--- config.mk ---
export PLATFORM = sky130hd
export DESIGN_NAME = cell_mem_arbiter
export DESIGN_NICKNAME = d
export VERILOG_FILES = /design/src/rtl/cell_mem_arbiter.sv
export SDC_FILE = /design/constraint.sdc
export NUM_CORES = 1
export LEC_CHECK = 0
export CAP_MARGIN = 20
export CORE_MARGIN = 2
export CORE_UTILIZATION = 37
export CTS_CLUSTER_SIZE = 14
export DETAILED_ROUTE_END_ITERATION = 10
export PLACE_DENSITY = 0.78
export SYNTH_ARGS = -nofsm -noshare
export SYNTH_HDL_FRONTEND = slang
export SYNTH_SLANG_ARGS = --single-unit
--- constraint.sdc ---
create_clock -name clk -period 2.2 [get_ports clk]
set_clock_uncertainty 0.2 [all_clocks]
set_input_delay 0.22 -clock clk [delete_from_list [all_inputs] [get_ports clk]]
set_output_delay 0.22 -clock clk [all_outputs]
set_load 0.02 [all_outputs]
--- src/rtl/cell_mem_arbiter.sv ---
`default_nettype none
// ============================================================================
// Module      : cell_mem_arbiter
// Description : Shares the single-port cell-board RAM between the display
//               scan, the cursor toggle (read-modify-write) and the evolve engine.
// Revision    : 1.0 - initial release
// ============================================================================

`ifndef MODE_EDIT
`define MODE_EDIT 1'b1
`endif

module cell_mem_arbiter #(
  parameter int ADDR_W = 8,
  parameter int RD_LAT = 1
) (
  input  logic              clk,
  input  logic              rst,
  input  logic              mode,
  input  logic              disp_active,
  input  logic [ADDR_W-1:0] cell_x,
  input  logic [ADDR_W-1:0] cell_y,
  output logic              cell_state,
  input  logic              edit_req,
  input  logic [ADDR_W-1:0] cur_x,
  input  logic [ADDR_W-1:0] cur_y,
  output logic              edit_done,
  input  logic              evo_req,
  input  logic              evo_we,
  input  logic [ADDR_W-1:0] evo_x,
  input  logic [ADDR_W-1:0] evo_y,
  input  logic              evo_wdata,
  output logic              evo_gnt,
  output logic              evo_rvalid,
  output logic              evo_rdata,
  output logic [ADDR_W-1:0] mem_x,
  output logic [ADDR_W-1:0] mem_y,
  output logic              mem_we,
  output logic              mem_wdata,
  input  logic              mem_rdata
);

  generate
    if (RD_LAT != 1) begin : g_rd_lat_unsupported
      $error("cell_mem_arbiter supports RD_LAT == 1 only");
    end
  endgenerate

  localparam logic [1:0] c_IDLE      = 2'd0;
  localparam logic [1:0] c_EDIT_RD   = 2'd1;
  localparam logic [1:0] c_EDIT_WAIT = 2'd2;
  localparam logic [1:0] c_EDIT_WR   = 2'd3;

  localparam logic [1:0] c_OWN_NONE = 2'd0;
  localparam logic [1:0] c_OWN_DISP = 2'd1;
  localparam logic [1:0] c_OWN_EDIT = 2'd2;
  localparam logic [1:0] c_OWN_EVO  = 2'd3;

  logic [1:0]        r_state;
  logic [1:0]        w_state_nxt;
  logic [1:0]        r_owner;
  logic [1:0]        w_owner_nxt;
  logic              r_prio_edit;
  logic              r_toggle;
  logic              r_cell_state;
  logic              r_evo_rdata;
  logic              w_evo_cand;
  logic              w_grant_edit;
  logic              w_grant_evo;
  logic              w_capture;
  logic              w_edit_wr;
  logic [ADDR_W-1:0] w_x;
  logic [ADDR_W-1:0] w_y;
  logic              w_we;
  logic              w_wdata;

  // Arbitration only happens in IDLE; display ownership blocks every grant.
  always_comb begin
    w_evo_cand   = evo_req && (mode != `MODE_EDIT);
    w_grant_edit = 1'b0;
    w_grant_evo  = 1'b0;
    if (r_state == c_IDLE && !disp_active) begin
      w_grant_edit = edit_req && (!w_evo_cand || r_prio_edit);
      w_grant_evo  = w_evo_cand && (!edit_req || !r_prio_edit);
    end
  end

  always_comb begin
    w_x         = '0;
    w_y         = '0;
    w_we        = 1'b0;
    w_wdata     = 1'b0;
    w_owner_nxt = c_OWN_NONE;
    w_state_nxt = r_state;
    w_capture   = 1'b0;
    w_edit_wr   = 1'b0;
    if (disp_active) begin
      w_x         = cell_x;
      w_y         = cell_y;
      w_owner_nxt = c_OWN_DISP;
    end
    case (r_state)
      c_IDLE: begin
        if (w_grant_edit) begin
          w_x         = cur_x;
          w_y         = cur_y;
          w_owner_nxt = c_OWN_EDIT;
          w_state_nxt = c_EDIT_RD;
        end else if (w_grant_evo) begin
          w_x         = evo_x;
          w_y         = evo_y;
          w_we        = evo_we;
          w_wdata     = evo_wdata;
          w_owner_nxt = evo_we ? c_OWN_NONE : c_OWN_EVO;
        end
      end
      // A read stolen by the display is reissued here before moving on.
      c_EDIT_RD: begin
        if (!disp_active) begin
          if (r_owner == c_OWN_EDIT) begin
            w_capture   = 1'b1;
            w_state_nxt = c_EDIT_WAIT;
          end else begin
            w_x         = cur_x;
            w_y         = cur_y;
            w_owner_nxt = c_OWN_EDIT;
          end
        end
      end
      c_EDIT_WAIT: begin
        if (!disp_active) begin
          w_x         = cur_x;
          w_y         = cur_y;
          w_we        = 1'b1;
          w_wdata     = ~r_toggle;
          w_edit_wr   = 1'b1;
          w_state_nxt = c_EDIT_WR;
        end
      end
      c_EDIT_WR: w_state_nxt = c_IDLE;
      default:   w_state_nxt = c_IDLE;
    endcase
  end

  always_ff @(posedge clk or posedge rst) begin
    if (rst) begin
      r_state      <= c_IDLE;
      r_owner      <= c_OWN_NONE;
      r_prio_edit  <= 1'b1;
      r_toggle     <= 1'b0;
      r_cell_state <= 1'b0;
      r_evo_rdata  <= 1'b0;
    end else begin
      r_state <= w_state_nxt;
      r_owner <= w_owner_nxt;
      if (w_capture)
        r_toggle <= mem_rdata;
      if (w_edit_wr || w_grant_evo)
        r_prio_edit <= ~r_prio_edit;
      if (r_owner == c_OWN_DISP)
        r_cell_state <= mem_rdata;
      if (r_owner == c_OWN_EVO)
        r_evo_rdata <= mem_rdata;
    end
  end

  // Read data is forwarded in the return cycle, then held in the registers.
  assign cell_state = !rst && ((r_owner == c_OWN_DISP) ? mem_rdata : r_cell_state);
  assign evo_rvalid = !rst && (r_owner == c_OWN_EVO);
  assign evo_rdata  = !rst && ((r_owner == c_OWN_EVO) ? mem_rdata : r_evo_rdata);
  assign edit_done  = !rst && w_edit_wr;
  assign evo_gnt    = !rst && w_grant_evo;
  assign mem_x      = rst ? '0 : w_x;
  assign mem_y      = rst ? '0 : w_y;
  assign mem_we     = !rst && w_we;
  assign mem_wdata  = !rst && w_wdata;

endmodule

`default_nettype wire

### After elaboration in Yosys (flattened, before gate mapping)

Cells that the tools add are included.

| word-level totals | value |
|---|---|
| input bits | 57 |
| bits in registers | 8 |
| latch bits | 0 |
| memories | 0 |
| output and inout bits | 23 |
| bits in read-only memories | 0 |
| bits in writable memories | 0 |

| cells by class | value |
|---|---|
| $lt $le $gt $ge | 0 |
| mux-type cells | 44 |
| $add $sub $neg | 0 |
| multipliers | 0 |
| bitwise operators | 3 |
| divide/modulo/power cells | 0 |
| shifts and indexed selects | 0 |
| equality and inequality tests | 10 |
| reduce and logical (&&, ||, !) cells | 21 |

Operators with widths:

| kind | count |
|---|---|
| 2-to-1 mux 8 bit | 14 |
| case mux 8 bit (3 select lines) | 2 |
| 2-to-1 mux 2 bit | 9 |
| 2-to-1 mux 1 bit | 15 |
| logical AND 1 bit | 11 |
| == test 2 bit (second input constant) | 4 |
| inequality test 2 bit (second input constant) | 4 |
| case mux 2 bit (4 select lines) | 1 |
| logical NOT 1 bit | 5 |
| == test 2 x 1 -> 1 bit (second input constant) | 2 |
| case mux 1 bit (2 select lines) | 2 |
| case mux 2 bit (2 select lines) | 1 |
| AND reduction 4 bit | 1 |
| logical OR 1 bit | 3 |
| inverter 1 bit | 3 |
| logical NOT 2 bit | 1 |

### Logic depth before layout (Yosys ltp)

Gate-level depths: netlist of the first run.

| logic depth | value |
|---|---|
| depth after elaboration | 9 |
| gate-level depth with buffers | 8 |
| gate-level depth less buffers | 6 |

### Worst setup path after synthesis of the first run

OpenSTA, ideal clock, no wires.

| path | value |
|---|---|
| path kind | flip-flop to output port |
| from | register r_state[0] |
| to | output mem_we |
| slack | -0.102 ns |
| cell stages (with the launch flop) | 8 |
| arrival time | 1.882 ns |
| cells stage by stage | dfrtp_1 > inv_1 > ha_1 > nand4bb_1 > a21oi_2 > buf_4 > nand3_1 > a21oi_1 |

| between the ends | value |
|---|---|
| longest elaborated chain between the ends | 7 |
| elaborated cells between the ends (all ways) | 9 |
| those cells by class | eq/ne (1); mux (5); reduce/logical (3) |

RTL lines:

| item | line | source |
|---|---|---|
| start, declared | 59 | `logic [1:0] r_state;` |
| start signal, assigned | 147 | `r_state <= c_IDLE;` |
| start signal, assigned | 154 | `r_state <= w_state_nxt;` |
| logical NOT 2 bit | 82, 102 |  |
| logical AND 1 bit | 82 | `if (r_state == c_IDLE && !disp_active) begin` |
| 2-to-1 mux 1 bit | 82 |  |
| 2-to-1 mux 1 bit | 109 | `end else if (w_grant_evo) begin` |
| 2-to-1 mux 1 bit | 104 | `if (w_grant_edit) begin` |
| case mux 1 bit (2 select lines) * | 102 | `case (r_state)` |
| logical AND 1 bit * | 175 | `assign mem_we = !rst && w_we;` |
| end, declared | 38 | `output logic mem_we,` |

Mark *: on every way between the ends. The rest lies on a longest branch, timed or not.

### Worst setup path in the final report of the first run

| path | value |
|---|---|
| from | register r_state[0] |
| to | output mem_y[5] |

| between the ends | value |
|---|---|
| longest elaborated chain between the ends | 7 |
| elaborated cells between the ends (all ways) | 10 |
| those cells by class | eq/ne (2); mux (6); reduce/logical (2) |

RTL lines:

| item | line | source |
|---|---|---|
| logical NOT 2 bit | 82, 102 |  |
| logical AND 1 bit | 82 |  |
| 2-to-1 mux 1 bit | 82 |  |
| 2-to-1 mux 8 bit | 109 |  |
| 2-to-1 mux 8 bit | 104 |  |
| case mux 8 bit (3 select lines) * | 102 |  |
| 2-to-1 mux 8 bit * | 174 | `assign mem_y = rst ? '0 : w_y;` |
| end, declared | 37 | `output logic [ADDR_W-1:0] mem_y,` |

Marks and branches as above.

==> results.ini, run 1 <==
[outcome]
status=complete, but fails checks
violations=negative setup slack

[synthesis]
syn-instance-count=222
synth_area_sq_um=1600
synth_top_area_cell=nand2_1
ys_seq_area_frac=0.126
synth.area.top_cells=nand2_1 (12%), dfrtp_1 (11%), a21oi_1 (11%), a221oi_2 (9.4%), a31o_2 (8.8%)
synth_edf_count=0
synth-main-ff-cell=dfrtp_1
ys_warn_count=0
synth_nets=284
synth_top_area_share=0.120
async_reset_ff_frac=1.00
synth-seq-cells=8
syn_avg_cell_area_sq_um=7.21
synth.distinct_cells=41

[sta]
fin_crit_ns=2.40
finalHoldViolations=0
slew_violations=0
rsz0062_at_grt=yes
worst_slack_ns=-0.195
fin_tns_setup_ns=-2.84
relSlewSlack=0.777
finalSetupViolations=19
tightest_slew_ns=0.334
max_freq_mhz=418
period_share=1.09

[critical_path]
startpoint=r_state[0]$_DFFE_PP0P_
worst-r2r-cell-count=8
start_kind=flop
r2r-end=r_state[1]$_DFFE_PP0P_
crit_path_end_kind=primary output
worstPathRequired_ns=1.78
worstSetupPathType=reg2out
reg2reg_slack_ns=0
crit_fanout=8
regToRegStartpoint=r_state[0]$_DFFE_PP0P_
arrival_ns=1.98

[power]
seqPwrFrac=0.084
switching_share=0.468
p_leak_nw=1.25
power.share.combinational=0.855
p_per_area_nw_per_um2=1020
p_switching_mw=1.49
power.share.clock=0.062
ir_worst_vdd_v=0.000563
p_int_mw=1.69

[clock_network]
path_clk_slew_ns=0.05
clock_path_buffers=2
numCtsBuffers=3
ctsHoldBuffers=0
clkSinkCount=8
cts_tree=built
root_buffer=clkbuf_8
htreeDepth=1
clock_latency_ns=0.24

[finish]
layout.cells.non_filler=386
nets=399
drive_gt1_frac=0.435
insertedDiodeCount=0
fin_util=0.763
syn_to_final_growth_pct=94.8

[detailed_routing]
drtIter0Drc=146
vias_per_cell=5.95
route.detailed.drc=0
wl_mm=6.78
wl_per_cell_microns=17.6
first_pass_iters=4
dr_total_vias=2298
ant_nets=0

[global_route]
grt_max_degree=28
antenna_found_initial=0
grt_overflow=0
grt_pass1_vias=2186
grt_use_total=0.260
grt_pass1_wl_mm=10.6

[floorplan]
num_rows=23
io_pins=80
die_height_microns=69.8
die_x_microns=69.8
core_sq_um=4090
die_area_sq_um=4870
start_util=0.392

[placement]
dp.cells=370
port_buffers=79
place_congestion=0.833
dp_hpwl_mm=4.27

[job]
max_cap_viol_count=0

[hold_path]
hp-class=in2async

[layer usage]
layer	up-vias	routed length [microns]	GRT usage
met5	-	0	0
met4	0	129	0.0641
met3	14	538	0.0320
met2	127	3400	0.461
met1	1071	2710	0.332
li1	1086	-	-
[worst max path at each step]
| stage | end | cells past startpoint |
|---|---|---|
| 2_1_floorplan | mem_we | 7 |
| 3_5_place_dp | mem_x[3] | 7 |
| 3_3_place_gp | mem_x[7] | 7 |
| 5_1_grt | mem_y[5] | 8 |
| 4_1_cts | mem_y[0] | 6 |
| 6_report | mem_y[5] | 8 |
[cell families after synthesis]
group                      after synthesis  synth area share
AOI/OAI and AO/OA                      107             0.503
muxes                                    4            0.0281
and+or+nand+nor                         71             0.200
DFF                                      8             0.126
adders and majority gates                5            0.0391
xor gates and xnor gates                 1           0.00547
buffers and inverters                   26            0.0984
[worst max-delay path: stages, from the launching register on]
cell and delay [ns]:
dfrtp_1 0.43, inv_2 0.10, ha_4 0.19, buf_6 0.11
and4b_2 0.26, buf_12 0.17, a221oi_4 0.19, o22ai_2 0.13
buf_6 0.15
[power groups by stage]
stage	Sequential, mW	Combinational (mW)	Clock [mW]
after global placement	0.250	2.25	0
final	0.266	2.72	0.196
after global routing	0.276	2.91	0.210
after floorplan	0.256	1.46	0
after detailed placement	0.254	2.30	0
after CTS	0.256	2.51	0.193
[metrics by stage]
stage	area (sq um)	total power, mW	hold slack, ns	worst slack (ns)
global route	3120	3.40	0.279	-0.260
CTS	3020	2.96	0.270	-0.144
detailed placement	2750	2.56	0.287	-0.603
floorplan	1670	1.72	0.116	-0.00560
global placement	2750	2.50	0.272	-0.548
finish	3120	3.19	0.252	-0.195
[layout by cell type, fill, tap and decap left out, types with 4 or more instances in the layout]
master           count
a21oi_1             29
a21oi_2              4
a221oi_2            10
a221oi_4             6
a31o_2              16
buf_12               6
buf_4               48
buf_6               15
clkdlybuf4s50_1     53
dfrtp_1              7
dlygate4sd2_1        5
mux2_2               4
nand2_1             51
nor2_1               7
o211ai_1            16
o22ai_1              5
o22ai_2             11
[cells in the mapped netlist (all sizes together) (3+ instances only)]
cell    count
mux2        4
buf         8
clkbuf     14
nand2      51
a21oi      35
dfrtp       7
a31o       16
a221oi     16
ha          5
o22ai      16
nor2        7
o211ai     16
nand2b      3
[layout make-up]
cell class                      instances  area, sq um
Multi-Input combinational cell        190         1540
Timing Repair Buffer                  131         1260
Fill cell                             292          967
Sequential cell                         8          201
Tap cell                               50         62.6
Clock buffer                            4         45.0
Inverter                                3         11.3
[state kept, by name, summed over array words and instances, names as in the netlist]
register      count
r_cell_state      1
r_prio_edit       1
r_evo_rdata       1
r_state           2
r_owner           2
r_toggle          1
[repair_timing]
| action | in CTS | in global routing |
|---|---|---|
| endpoints found under the setup margin | 24 | 21 |
| pin swaps | 21 | 9 |
| setup buffers | 7 | 2 |
| cloned | 3 | 1 |
| resized for setup | 128 | 25 |
No activity file was read; power rests on OpenSTA's default activity.
==> run 2, diff against run 1 <==
--- a/config.mk
+++ b/config.mk
@@ -5,12 +5,15 @@
 export SDC_FILE = /design/constraint.sdc
 export NUM_CORES = 1
 export LEC_CHECK = 0
+export ABC_CLOCK_PERIOD_IN_PS = 2200
 export CAP_MARGIN = 20
+export CELL_PAD_IN_SITES_DETAIL_PLACEMENT = 0
+export CELL_PAD_IN_SITES_GLOBAL_PLACEMENT = 1
 export CORE_MARGIN = 2
-export CORE_UTILIZATION = 37
+export CORE_UTILIZATION = 25
 export CTS_CLUSTER_SIZE = 14
 export DETAILED_ROUTE_END_ITERATION = 10
-export PLACE_DENSITY = 0.78
+export PLACE_DENSITY_LB_ADDON = 0.1
 export SYNTH_ARGS = -nofsm -noshare
 export SYNTH_HDL_FRONTEND = slang
 export SYNTH_SLANG_ARGS = --single-unit
==> run 2 against run 1 <==
Effect of this change:
- the run still ends with negative setup slack left
- worst hold slack better by 0.038 ns
- final cell count grew 8.3%
- critical path type unchanged
- utilization is 23 points lower
==> results.ini, run 2 (synthesized netlist as in run 1, its figures left out) <==
[detailed_routing]
route.detailed.drc=0
dr_total_vias=2268
ant_nets=0
wl_per_cell_microns=16.8
vias_per_cell=5.43
drtIter0Drc=107
wl_mm=7.02
first_pass_iters=4

[sta]
relSlewSlack=0.782
fin_tns_setup_ns=-1.43
fin_crit_ns=2.31
finalHoldViolations=0
max_freq_mhz=434
holdWs_ns=0.289
worst_slack_ns=-0.107
slew_violations=0
period_share=1.05
finalSetupViolations=16
rsz0062_at_grt=yes
tightest_slew_ns=0.328

[global_route]
grt_max_degree=28
grt_use_total=0.190
grt_pass1_wl_mm=10.9
antenna_found_initial=0
grt_overflow=0
grt_pass1_vias=2153

[critical_path]
worstSetupPathType=reg2out
reg2reg_slack_ns=0.21
r2r-end=r_state[1]$_DFFE_PP0P_
regToRegStartpoint=r_state[0]$_DFFE_PP0P_
start_kind=flop
worst-r2r-cell-count=7
crit_path_end_kind=primary output
crit_fanout=8
arrival_ns=1.89
worstPathRequired_ns=1.78

[power]
p_leak_nw=1.33
p_switching_mw=1.56
ir_worst_vdd_v=0.000601
power.share.clock=0.053
p_int_mw=1.89
power.share.combinational=0.874
switching_share=0.452
p_per_area_nw_per_um2=1040
seqPwrFrac=0.073

[floorplan]
start_util=0.255
die_height_microns=84.0
core_sq_um=6280
die_x_microns=84.0
io_pins=80
die_area_sq_um=7060
num_rows=29

[hold_path]
whs_path_depth=1
holdPathEnd=r_evo_rdata$_DFF_PP0_
min_from=r_evo_rdata$_DFF_PP0_
hp-class=reg2reg

[placement]
place_congestion=0.803
port_buffers=79
dpl_cell_area_sq_um=2840
dp.cells=401
dp_hpwl_mm=4.62

[finish]
final_cell_mix=clkdlybuf4s50_1 (53), nand2_1 (51), buf_4 (50)
reg_top3=r_owner x2, r_state x2
design_area_sq_um=3320
drive_gt1_frac=0.460
insertedDiodeCount=0
nets=404
final_common_cell=clkdlybuf4s50_1
syn_to_final_growth_pct=107
layout.cells.non_filler=418
fin_util=0.529

[clock_network]
htreeDepth=1
ctsHoldBuffers=0
clock_latency_ns=0.23
cts_tree=built
root_buffer=clkbuf_8
clkSinkCount=8
numCtsBuffers=3
clock_path_buffers=2
path_clk_slew_ns=0.04

[outcome]
violations=negative setup slack
status=complete, but fails checks

[job]
max_cap_viol_count=0

## run 2: how the worst max path moves through the flow
stage                                        from       end  slack (ns)  cells after the start
after floorplan            r_state[0]$_DFFE_PP0P_    mem_we      -0.006                      7
after global placement                    evo_req  mem_y[5]       -0.57                      8
after detailed placement                  evo_req  mem_x[7]       -0.59                      7
after CTS                 r_prio_edit$_DFFE_PP1P_  mem_x[4]       -0.13                      6
after global routing       r_state[1]$_DFFE_PP0P_  mem_y[0]       -0.18                      9
final                      r_state[1]$_DFFE_PP0P_  mem_y[0]       -0.11                      9
## run 2: power by group through the flow
stage,Combinational (mW),Sequential [mW],Clock [mW]
global route,3.22,0.257,0.197
finish,3.01,0.252,0.181
floorplan,1.46,0.256,0
global placement,2.42,0.250,0
detailed placement,2.42,0.253,0
CTS,2.67,0.252,0.187
## run 2: repair_timing
item,CTS,global route
pin swaps,21,16
endpoints found under the setup margin,22,21
setup buffers,5,3
gates cloned,3,2
gates resized for setup,135,25
## run 2: critical path, cell delays in order, from the launching register on
cell,delay (ns)
dfrtp_1,0.39
inv_2,0.12
ha_4,0.18
buf_6,0.12
nand2b_4,0.06
o21ai_4,0.20
clkbuf_16,0.21
a21oi_1,0.09
o22ai_2,0.16
buf_6,0.14
## run 2: cell type report
type / instances / area [sq um]
clock buffers: 4 / 45.0
fillers: 604 / 2960
inverters: 3 / 11.3
multi-input cells: 190 / 1600
flip-flops and latches: 8 / 201
well taps: 77 / 96.3
repair buffers: 136 / 1370
## run 2: metal layers
| metal | global-route usage | up-vias | share of wire | wire length, microns |
|---|---|---|---|---|
| met4 | 0.0425 | 0 | 0.0093 | 65 |
| met5 | 0 | - | 0 | 0 |
| met2 | 0.320 | 60 | 0.50 | 3490 |
| li1 | - | 1104 | - | - |
| met1 | 0.256 | 1100 | 0.44 | 3120 |
| met3 | 0.0267 | 4 | 0.050 | 350 |
## run 2: through the flow
| step | setup WS, ns | power, mW |
|---|---|---|
| after floorplan | -0.00560 | 1.72 |
| final | -0.107 | 3.45 |
| after detailed placement | -0.590 | 2.68 |
| after global placement | -0.565 | 2.67 |
| after CTS | -0.133 | 3.10 |
| after global routing | -0.183 | 3.67 |
